$ cat config.mk
export PLATFORM = sky130hd
export DESIGN_NAME = shift_unbuffer_flat
export DESIGN_NICKNAME = d
export VERILOG_FILES = /design/src/rtl/buffer_pkg.sv /design/src/rtl/shift_unbuffer_if.sv /design/src/rtl/vec_hold_reg.sv /design/src/rtl/shift_unbuffer.sv /design/src/flat_wrapper.sv
export SDC_FILE = /design/constraint.sdc
export NUM_CORES = 1
export LEC_CHECK = 0
export CAP_MARGIN = 20
export CORE_MARGIN = 5
export CORE_UTILIZATION = 59
export DETAILED_ROUTE_END_ITERATION = 8
export PLACE_DENSITY = 0.87
export SYNTH_ARGS = -nofsm -noshare
export SYNTH_HDL_FRONTEND = slang
export SYNTH_SLANG_ARGS = --single-unit
$ cat constraint.sdc
create_clock -name clk_data -period 5.98 [get_ports clk_data]
set_clock_uncertainty 0.05 [all_clocks]
set_input_delay 1.196 -clock clk_data [delete_from_list [all_inputs] [get_ports clk_data]]
set_output_delay 1.196 -clock clk_data [all_outputs]
set_load 0.005 [all_outputs]
$ cat src/rtl/buffer_pkg.sv
// Shared types and sizing for the shift_buffer / shift_unbuffer pair.
package buffer_pkg;

  localparam int unsigned DATA_W = 32;
  localparam int unsigned WORDS  = 8;
  localparam int unsigned VEC_W  = DATA_W * WORDS;
  localparam int unsigned CNT_W  = $clog2(WORDS);

  typedef logic [DATA_W-1:0] word_t;
  typedef logic [VEC_W-1:0]  vec_t;

  typedef enum logic {IDLE, SEND} unbuf_state_e;

endpackage

$ cat src/rtl/shift_unbuffer_if.sv
// Wide-in / serial-out handshake bundle for shift_unbuffer.
interface shift_unbuffer_if;
  import buffer_pkg::*;

  vec_t  data_i;
  logic  data_valid_i;
  logic  data_ready_o;
  word_t data_o;
  logic  data_valid_o;
  logic  data_ready_i;
  logic  last_o;

  // slave: the serializer itself; master: the surrounding logic driving it
  modport slave (
    input  data_i, data_valid_i, data_ready_i,
    output data_ready_o, data_o, data_valid_o, last_o
  );

  modport master (
    output data_i, data_valid_i, data_ready_i,
    input  data_ready_o, data_o, data_valid_o, last_o
  );

endinterface

$ cat src/rtl/vec_hold_reg.sv
// One-deep holding register with full flag; only built with SHIFT_UNBUFFER_PINGPONG_EN.
`ifdef SHIFT_UNBUFFER_PINGPONG_EN
module vec_hold_reg
  import buffer_pkg::*;
(
  input  logic clk,
  input  logic rst_n,
  input  logic push,
  input  logic pop,
  input  vec_t din,
  output vec_t dout,
  output logic full
);

  vec_t data_q;
  logic full_q;

  // push and pop are never asserted together by the owner
  always_ff @(posedge clk or negedge rst_n) begin
    if (!rst_n) begin
      data_q <= '0;
      full_q <= 1'b0;
    end else if (push) begin
      data_q <= din;
      full_q <= 1'b1;
    end else if (pop) begin
      full_q <= 1'b0;
    end
  end

  assign dout = data_q;
  assign full = full_q;

endmodule
`endif

$ cat src/rtl/shift_unbuffer.sv
// 256-bit vector to 32-bit word serializer, word 0 (LSBs) first.
// SHIFT_UNBUFFER_PINGPONG_EN adds a holding vector for gap-free back-to-back output.
module shift_unbuffer
  import buffer_pkg::*;
(
  input logic             clk_data,
  input logic             rst_n,
  shift_unbuffer_if.slave bus
);

`ifdef SHIFT_UNBUFFER_PINGPONG_EN
  localparam bit PINGPONG = 1'b1;
`else
  localparam bit PINGPONG = 1'b0;
`endif

  unbuf_state_e     state_q, state_n;
  vec_t             shift_q, shift_n;
  logic [CNT_W-1:0] count_q, count_n;
  logic             valid_q, valid_n;
  logic             last_q, last_n;
  logic             ready_q, ready_n;

  logic in_hs, out_hs, is_last, load_en;
  vec_t load_vec;
  logic hold_push, hold_pop, hold_full, hold_full_n;
  vec_t hold_vec;

  assign in_hs   = bus.data_valid_i & ready_q;
  assign out_hs  = valid_q & bus.data_ready_i;
  assign is_last = (count_q == CNT_W'(WORDS - 1));

`ifdef SHIFT_UNBUFFER_PINGPONG_EN
  vec_hold_reg u_hold (
    .clk   (clk_data),
    .rst_n (rst_n),
    .push  (hold_push),
    .pop   (hold_pop),
    .din   (bus.data_i),
    .dout  (hold_vec),
    .full  (hold_full)
  );
`else
  logic unused_hold;
  assign hold_full   = 1'b0;
  assign hold_vec    = '0;
  assign unused_hold = ^{hold_push, hold_pop, hold_full_n};
`endif

  // Next-state: load on accept, shift on each output handshake
  always_comb begin
    state_n   = state_q;
    shift_n   = shift_q;
    count_n   = count_q;
    valid_n   = valid_q;
    last_n    = last_q;
    load_en   = 1'b0;
    load_vec  = bus.data_i;
    hold_push = 1'b0;
    hold_pop  = 1'b0;

    case (state_q)
      IDLE: begin
        if (in_hs) load_en = 1'b1;
      end
      SEND: begin
        if (out_hs && is_last) begin
          if (hold_full) begin
            load_en  = 1'b1;
            load_vec = hold_vec;
            hold_pop = 1'b1;
          end else if (in_hs) begin
            load_en = 1'b1;
          end else begin
            state_n = IDLE;
            valid_n = 1'b0;
            last_n  = 1'b0;
            shift_n = shift_q >> DATA_W;
          end
        end else begin
          if (out_hs) begin
            shift_n = shift_q >> DATA_W;
            count_n = count_q + CNT_W'(1);
            last_n  = (count_q == CNT_W'(WORDS - 2));
          end
          // only reachable when the holding register exists
          if (in_hs) hold_push = 1'b1;
        end
      end
      default: state_n = IDLE;
    endcase

    if (load_en) begin
      shift_n = load_vec;
      count_n = '0;
      state_n = SEND;
      valid_n = 1'b1;
      last_n  = (WORDS == 1);
    end

    hold_full_n = hold_push | (hold_full & ~hold_pop);
    ready_n     = PINGPONG ? ~hold_full_n : (state_n == IDLE);
  end

  always_ff @(posedge clk_data or negedge rst_n) begin
    if (!rst_n) begin
      state_q <= IDLE;
      shift_q <= '0;
      count_q <= '0;
      valid_q <= 1'b0;
      last_q  <= 1'b0;
      ready_q <= 1'b1;
    end else begin
      state_q <= state_n;
      shift_q <= shift_n;
      count_q <= count_n;
      valid_q <= valid_n;
      last_q  <= last_n;
      ready_q <= ready_n;
    end
  end

  assign bus.data_o       = shift_q[DATA_W-1:0];
  assign bus.data_valid_o = valid_q;
  assign bus.last_o       = last_q;
  assign bus.data_ready_o = ready_q;

endmodule

$ cat src/flat_wrapper.sv
// flat-port wrapper written by rule: the top's interface ports become plain ports
module shift_unbuffer_flat import buffer_pkg::*;
  (clk_data, rst_n, bus_data_i, bus_data_valid_i, bus_data_ready_i, bus_data_ready_o, bus_data_o, bus_data_valid_o, bus_last_o);
  shift_unbuffer_if bus_i ();
  input logic clk_data;
  input logic rst_n;
  input wire logic [$bits(bus_i.data_i)-1:0] bus_data_i;
  input wire logic [$bits(bus_i.data_valid_i)-1:0] bus_data_valid_i;
  input wire logic [$bits(bus_i.data_ready_i)-1:0] bus_data_ready_i;
  output wire logic [$bits(bus_i.data_ready_o)-1:0] bus_data_ready_o;
  output wire logic [$bits(bus_i.data_o)-1:0] bus_data_o;
  output wire logic [$bits(bus_i.data_valid_o)-1:0] bus_data_valid_o;
  output wire logic [$bits(bus_i.last_o)-1:0] bus_last_o;
  assign bus_i.data_i = bus_data_i;
  assign bus_i.data_valid_i = bus_data_valid_i;
  assign bus_i.data_ready_i = bus_data_ready_i;
  assign bus_data_ready_o = bus_i.data_ready_o;
  assign bus_data_o = bus_i.data_o;
  assign bus_data_valid_o = bus_i.data_valid_o;
  assign bus_last_o = bus_i.last_o;
  shift_unbuffer u_core (.clk_data(clk_data), .rst_n(rst_n), .bus(bus_i));
endmodule
==> impl_metrics.csv, run 1 <==
group,metric,value,unit
floorplanning,io_pins,295,
hold_path,hp-class,"reg2reg",
run_status,status,"finished, final reports clean",
cts,cts-root-buf,"clkbuf_16",
setup_path,crit_path_top_delay_cell,"and2_4",
sta,finalCriticalPeriod,3.82,ns
cts,clk_path_buf_depth,3,
floorplanning,dieWidth,182,microns
run,drv_cap,0,
setup_path,reg2reg_slack,2.76,ns
synth,synth.yosys.seq_area_share,37.6,%
cts,cts_made_buffers,29,
cts,holdBufCountCts,0,
setup_path,cp.buffers_inverters,2,
power,leakage,7.00,nW
setup_path,cp_top_family,"simple AND/OR/NAND/NOR gates",
setup_path,max_stage_delay,0.91,ns
sta,rsz0062_at_grt,"no",
cts,htreeDepth,1,
setup_path,reg2reg_depth,4,
setup_path,rr_endpoint,"u_core.shift_q[12]$_DFFE_PN0P_",
route,first_pass_iters,5,
setup_path,cp_data_arrival_time,4.14,ns
cts,clkSinkCount,263,
sta,setup_viol,0,
cts,cts_tree,"built",
floorplanning,die_y,182,microns
sta,tns,0,ns
floorplanning,core,29500,sq um
synth,synthesis.nets,1699,
synth,ys_ff_latch,263,
synth,synth_largest_area_cell,"dfrtp_1",
place,io_buffers,294,
route,ant_nets,0,
setup_path,cp-end-kind,"register",
sta,worstMarginPinSlew,1.12,ns
floorplanning,fp.dieArea,33200,sq um
sta,hold_violations,0,
route,wl_per_cell,22.6,microns
route,met1_length,17700,microns
grt,gr-total-overflow,0,
cells_and_area,fin_area,20900,sq um
cts,path_clk_slew,0.06,ns
route,vias,12497,
power,ir_drop,0.179,mV
synth,ys_types,30,
setup_path,r2r-start,"u_core.state_q$_DFF_PN0_",
floorplanning,start_util,59.4,%
sta,max-slew-margin-rel,25.2,%
sta,final_max_slew_viol_count,0,
cts,postCtsSetupBuffers,0,
grt,grt_max_degree,226,
setup_path,crit_fanout,65,
route,highest_layer,"met5",
route,wl_met2,21800,microns
grt,grt_pass1_vias,13030,
synth,synth.cell_area,17500,sq um
place,place_area,20000,sq um
grt,track_usage,26.3,%
cells_and_area,drive_gt1_share,17.4,%
route,vias_per_cell,6.30,
setup_path,endpoint,"u_core.shift_q[12]$_DFFE_PN0P_",
sta,fmax,262,MHz
synth,synth_area_leaders,"dfrtp_1 37%, o311ai_4 30%, o211ai_1 9.6%",
place,dp_hpwl,28700,microns
synth,yosysTopAreaCellShare,37.5,%
setup_path,startpoint,"bus_data_ready_i",
setup_path,crit_cells,5,
synth,netlist_instances,1436,
cts,cts_resized,0,
setup_path,crit_type,"in2reg",
cts,clkLatencyLatePin,0.54,ns
place,place.gp.congestion,0.791,
route,wirelength,44900,microns
cells_and_area,final_core_util,70.9,%
cells_and_area,nFillCells,1930,
floorplanning,std_cell_rows,63,
sta,holdWs,0.455,ns
cells_and_area,syn_to_final_growth,19.4,%
sta,period_share,63.9,%
synth,avgSynthCellArea,12.2,sq um
route,wl_met3,3790,microns
route,remaining_drc_errors,0,
grt,antenna_found_initial,7,
synth,ys.warnings.count,0,
cells_and_area,fin_nets,1834,
power,p_per_area,179,nW/um^2
setup_path,required,6.30,ns
setup_path,start_kind,"primary input",
route,drt-initial-drc-count,913,
setup_path,crit_chain,"clkdlybuf4s50_1 > nand3_4 > and2_4 > buf_4 > o311ai_0",
grt,grt_pass1_wl,71300,microns
==> area by class of cell <==
type | count | area [sq um] | area share, %
clock inverters | 9 | 70.1 | 0.335
multi-input cells | 731 | 8770 | 42.0
repair buffers | 317 | 3260 | 15.6
clock buffers | 42 | 855 | 4.09
inverters | 229 | 867 | 4.15
flip-flops and latches | 263 | 6580 | 31.5
well taps | 390 | 488 | 2.33
diodes | 2 | 5.00 | 0.0239
==> flip-flops by register name, summed over array words and instances (netlist names) <==
| name | count |
|---|---|
| u_core.count_q | 3 |
| u_core.bus.last_o | 1 |
| u_core.bus.data_ready_o | 1 |
| u_core.state_q | 1 |
| u_core.bus.data_valid_o | 1 |
| u_core.shift_q | 256 |
==> cell usage in the layout, fill, tap and decap left out, types with 2 or more instances in the layout <==
cell type,count
a22o_1,34
and2_4,2
buf_12,11
buf_4,12
clkbuf_1,5
clkbuf_16,29
clkbuf_8,8
clkdlybuf4s50_1,293
clkinv_2,8
dfrtp_1,262
diode_2,2
ha_1,3
inv_1,228
nand3_1,227
nand3b_1,2
o211ai_1,224
o21ai_0,2
o311ai_0,23
o311ai_4,200
==> cell usage after synthesis, drive strengths merged <==
library cell and instances:
dfstp 1, buf 101, a22o 34, inv 229
dfrtp 262, clkbuf 112, a21boi 1, o311ai 224
a21oi 2, nand3b 2, nand3 228, and3 1
nand2 1, o31ai 1, o2bb2ai 1, ha 3
o21ai 2, o22ai 1, nand2b 1, o211ai 224
a31oi 1, mux2i 1, and2 3
==> logic make-up (layout without fill, tap and decap cells) <==
| family | Yosys count | in the layout | synth area share [%] |
|---|---|---|---|
| compound gates | 491 | 491 | 42.9 |
| fa+ha+maj | 3 | 3 | 0.215 |
| buf+inv | 442 | 597 | 12.4 |
| flops | 263 | 263 | 37.6 |
| mux | 1 | 1 | 0.0572 |
| other cells | 0 | 2 | 0 |
| simple gates | 236 | 236 | 6.81 |
==> per-layer routing <==
metal	vias up	global-route usage, %
li1	5679	-
met1	6216	33.4
met2	489	44.1
met3	101	6.76
met4	12	8.62
met5	-	0
==> through the flow <==
step,setup WS (ns),power [mW],cells
2_1_floorplan,3.56,1.81,1436
5_1_grt,2.06,3.85,1981
4_1_cts,2.19,3.78,1981
3_3_place_gp,1.76,2.03,1930
3_5_place_dp,1.68,2.03,1930
6_report,2.16,3.74,1983
==> power by group <==
group | total, mW | internal, mW | switching [mW]
Combinational | 0.219 | 0.151 | 0.0682
Sequential | 1.78 | 1.78 | 0
Clock | 1.74 | 1.02 | 0.715
==> how the worst min path moves through the flow <==
stage	startpoint	endpoint	slack (ns)	depth (start not counted)
after floorplan	u_core.shift_q[224]$_DFFE_PN0P_	u_core.shift_q[224]$_DFFE_PN0P_	0.42	1
after global placement	u_core.shift_q[252]$_DFFE_PN0P_	u_core.shift_q[252]$_DFFE_PN0P_	0.43	1
after detailed placement	u_core.shift_q[224]$_DFFE_PN0P_	u_core.shift_q[224]$_DFFE_PN0P_	0.43	1
after CTS	u_core.shift_q[252]$_DFFE_PN0P_	u_core.shift_q[252]$_DFFE_PN0P_	0.45	1
after global routing	u_core.shift_q[244]$_DFFE_PN0P_	u_core.shift_q[244]$_DFFE_PN0P_	0.46	1
final	u_core.shift_q[254]$_DFFE_PN0P_	u_core.shift_q[254]$_DFFE_PN0P_	0.45	1
Power figures use the tool's default switching activity.
==> run 2, diff against run 1 <==
--- a/config.mk
+++ b/config.mk
@@ -7,9 +7,9 @@
 export LEC_CHECK = 0
 export CAP_MARGIN = 20
 export CORE_MARGIN = 5
-export CORE_UTILIZATION = 59
+export CORE_UTILIZATION = 49
 export DETAILED_ROUTE_END_ITERATION = 8
-export PLACE_DENSITY = 0.87
+export PLACE_DENSITY = 0.77
 export SYNTH_ARGS = -nofsm -noshare
 export SYNTH_HDL_FRONTEND = slang
 export SYNTH_SLANG_ARGS = --single-unit
==> constraint.sdc (replaced) <==
create_clock -name clk_data -period 3.3 [get_ports clk_data]
set_clock_uncertainty 0.05 [all_clocks]
set_input_delay 0.66 -clock clk_data [delete_from_list [all_inputs] [get_ports clk_data]]
set_output_delay 0.66 -clock clk_data [all_outputs]
set_load 0.005 [all_outputs]
==> run 2 against run 1 <==
- final cell count up 5.6%
- non-clock buffer count rose by 35
- wire length up 0.16%
- critical endpoint is now u_core.shift_q[88]$_DFFE_PN0P_
- register-to-register slack worse by 1.8 ns
- via count fell by 1.9%
- highest routed layer unchanged
- setup slack got worse by 1.2 ns
- final area up 3.8%
- core utilization shrank 9.6 points
==> impl_metrics.csv, run 2 (synthesized netlist as in run 1, its figures left out) <==
group,metric,value,unit
floorplanning,std_cell_rows,69,
cts,htreeDepth,1,
route,first_pass_iters,5,
cts,cts_tree,"built",
cts,cts_resized,0,
grt,grt_pass1_wl,72000,microns
setup_path,required,3.69,ns
floorplanning,start_util,49.4,%
cells_and_area,syn_to_final_growth,24.0,%
cells_and_area,multi_input_area,8770,sq um
setup_path,cp_data_arrival_time,2.76,ns
cells_and_area,most-common-layout-cells,"293 x clkdlybuf4s50_1, 262 x dfrtp_1, 228 x inv_1",
sta,holdWs,0.0459,ns
setup_path,start_kind,"register",
sta,setup_viol,0,
run_status,status,"finished, final reports clean",
power,leakage,7.35,nW
sta,rsz0062_at_grt,"no",
route,vias_per_cell,5.85,
sta,worstMarginPinSlew,1.10,ns
floorplanning,io_pins,295,
sta,tns,0,ns
cells_and_area,nFillCells,2687,
place,place.gp.congestion,0.805,
power,p_comb_share,5.6,%
floorplanning,fp.dieArea,39600,sq um
grt,grt_pass1_vias,12715,
sta,fmax,422,MHz
power,p_per_area,335,nW/um^2
route,remaining_drc_errors,0,
power,p_clk_share,50.0,%
sta,final_max_slew_viol_count,0,
route,wirelength,45000,microns
power,ir_drop,0.401,mV
cells_and_area,largest_reg_flops,256,
setup_path,crit_chain,"nand3b_1 > buf_12 > nand3_1 > o311ai_4",
floorplanning,dieWidth,199,microns
place,dp_hpwl,30400,microns
grt,grt_max_degree,226,
setup_path,max_stage_delay,0.67,ns
grt,track_usage,22.2,%
cells_and_area,layout_commonest_cell,"clkdlybuf4s50_1",
route,vias,12260,
sta,hold_violations,0,
cts,clkLatencyLatePin,0.55,ns
floorplanning,core,35400,sq um
setup_path,crit_path_top_delay_cell,"buf_12",
sta,max-slew-margin-rel,26.8,%
run,drv_cap,0,
cells_and_area,regArea,6580,sq um
hold_path,hp-class,"in2async",
route,ant_nets,0,
cts,cts-root-buf,"clkbuf_16",
floorplanning,die_y,199,microns
setup_path,cp-end-kind,"register",
power,netSwitchingPower,1.48,mW
cells_and_area,reg_top3,"u_core.shift_q (256), u_core.count_q (3)",
power,share_seq_of_total_power,44.4,%
power,intPower,5.79,mW
cts,postCtsSetupBuffers,0,
cells_and_area,fin_nets,1870,
setup_path,crit_type,"reg2reg",
grt,gr-total-overflow,0,
cts,path_clk_slew,0.06,ns
place,io_buffers,294,
sta,period_share,71.8,%
grt,antenna_found_initial,7,
route,drt-initial-drc-count,807,
setup_path,crit_fanout,225,
cts,clk_path_buf_depth,3,
cts,clkSinkCount,263,
cells_and_area,drive_gt1_share,19.6,%
route,wl_per_cell,21.5,microns
cts,cts_made_buffers,30,
power,swShare,20.4,%
sta,finalCriticalPeriod,2.37,ns
cts,holdBufCountCts,0,
cells_and_area,top_register,"u_core.shift_q",
run 2: cell types whose count changed in the layout (fill, tap and decap cells not counted), sizes merged:
cell,change
clkinv,-2
bufinv,+3
buf,+35
clkbuf,+4
run 2: worst paths after layout:
check                                                startpoint                               to  slack [ns]  cells past startpoint
max in group asynchronous                                 rst_n   u_core.shift_q[26]$_DFFE_PN0P_        2.36                      2
worst min register to register  u_core.shift_q[228]$_DFFE_PN0P_  u_core.shift_q[228]$_DFFE_PN0P_        0.45                      1
worst max register to register         u_core.state_q$_DFF_PN0_   u_core.shift_q[88]$_DFFE_PN0P_        0.93                      4
min in group clk_data           u_core.shift_q[228]$_DFFE_PN0P_  u_core.shift_q[228]$_DFFE_PN0P_        0.45                      1
worst max-delay path                   u_core.state_q$_DFF_PN0_   u_core.shift_q[88]$_DFFE_PN0P_        0.93                      4
worst min-delay path                                      rst_n    u_core.shift_q[4]$_DFFE_PN0P_        0.05                      1
run 2: final cells by class:
| cell class | instances | area share, % |
|---|---|---|
| antenna | 2 | 0.0231 |
| clock buffer | 46 | 4.39 |
| clock inverter | 10 | 0.692 |
| inverter | 229 | 4.00 |
| multi-input combinational | 731 | 40.4 |
| sequential | 263 | 30.3 |
| tap | 461 | 2.66 |
| timing repair buffer | 352 | 17.5 |
run 2: layer usage:
metal  routed length [microns]  vias to the layer above  global-route usage, %
li1                          -                     5771                      -
met1                     18400                     6009                   29.5
met2                     22000                      399                   37.6
met3                      3560                       67                   5.28
met4                       913                       14                   4.31
met5                        89                        -                      0
run 2: power by group through the flow:
stage	logic (mW)	clock network (mW)	registers [mW]
2_1_floorplan	0.00341	0	3.28
3_3_place_gp	0.406	0	3.28
3_5_place_dp	0.409	0	3.28
4_1_cts	0.413	3.70	3.23
5_1_grt	0.437	3.83	3.22
6_report	0.407	3.63	3.23
run 2: worst max-delay path: cells and delay by family, from the launching register on:
| kind | cells | cell delay, ns |
|---|---|---|
| flops | 1 | 0.62 |
| simple gates | 2 | 0.53 |
| compound gates | 1 | 0.14 |
| buf+inv | 1 | 0.67 |
run 2: metrics by stage:
step | cell area, sq um | utilization [%] | std cells | setup slack [ns] | power (mW)
detailed placement | 20600 | 58.2 | 2036 | 0.513 | 3.69
CTS | 21700 | 61.3 | 2092 | 0.954 | 7.34
global placement | 20600 | 58.2 | 2036 | 0.564 | 3.69
global route | 21700 | 61.3 | 2092 | 0.860 | 7.49
finish | 21700 | 61.3 | 2094 | 0.931 | 7.27
floorplan | 17500 | - | 1436 | 1.30 | 3.29
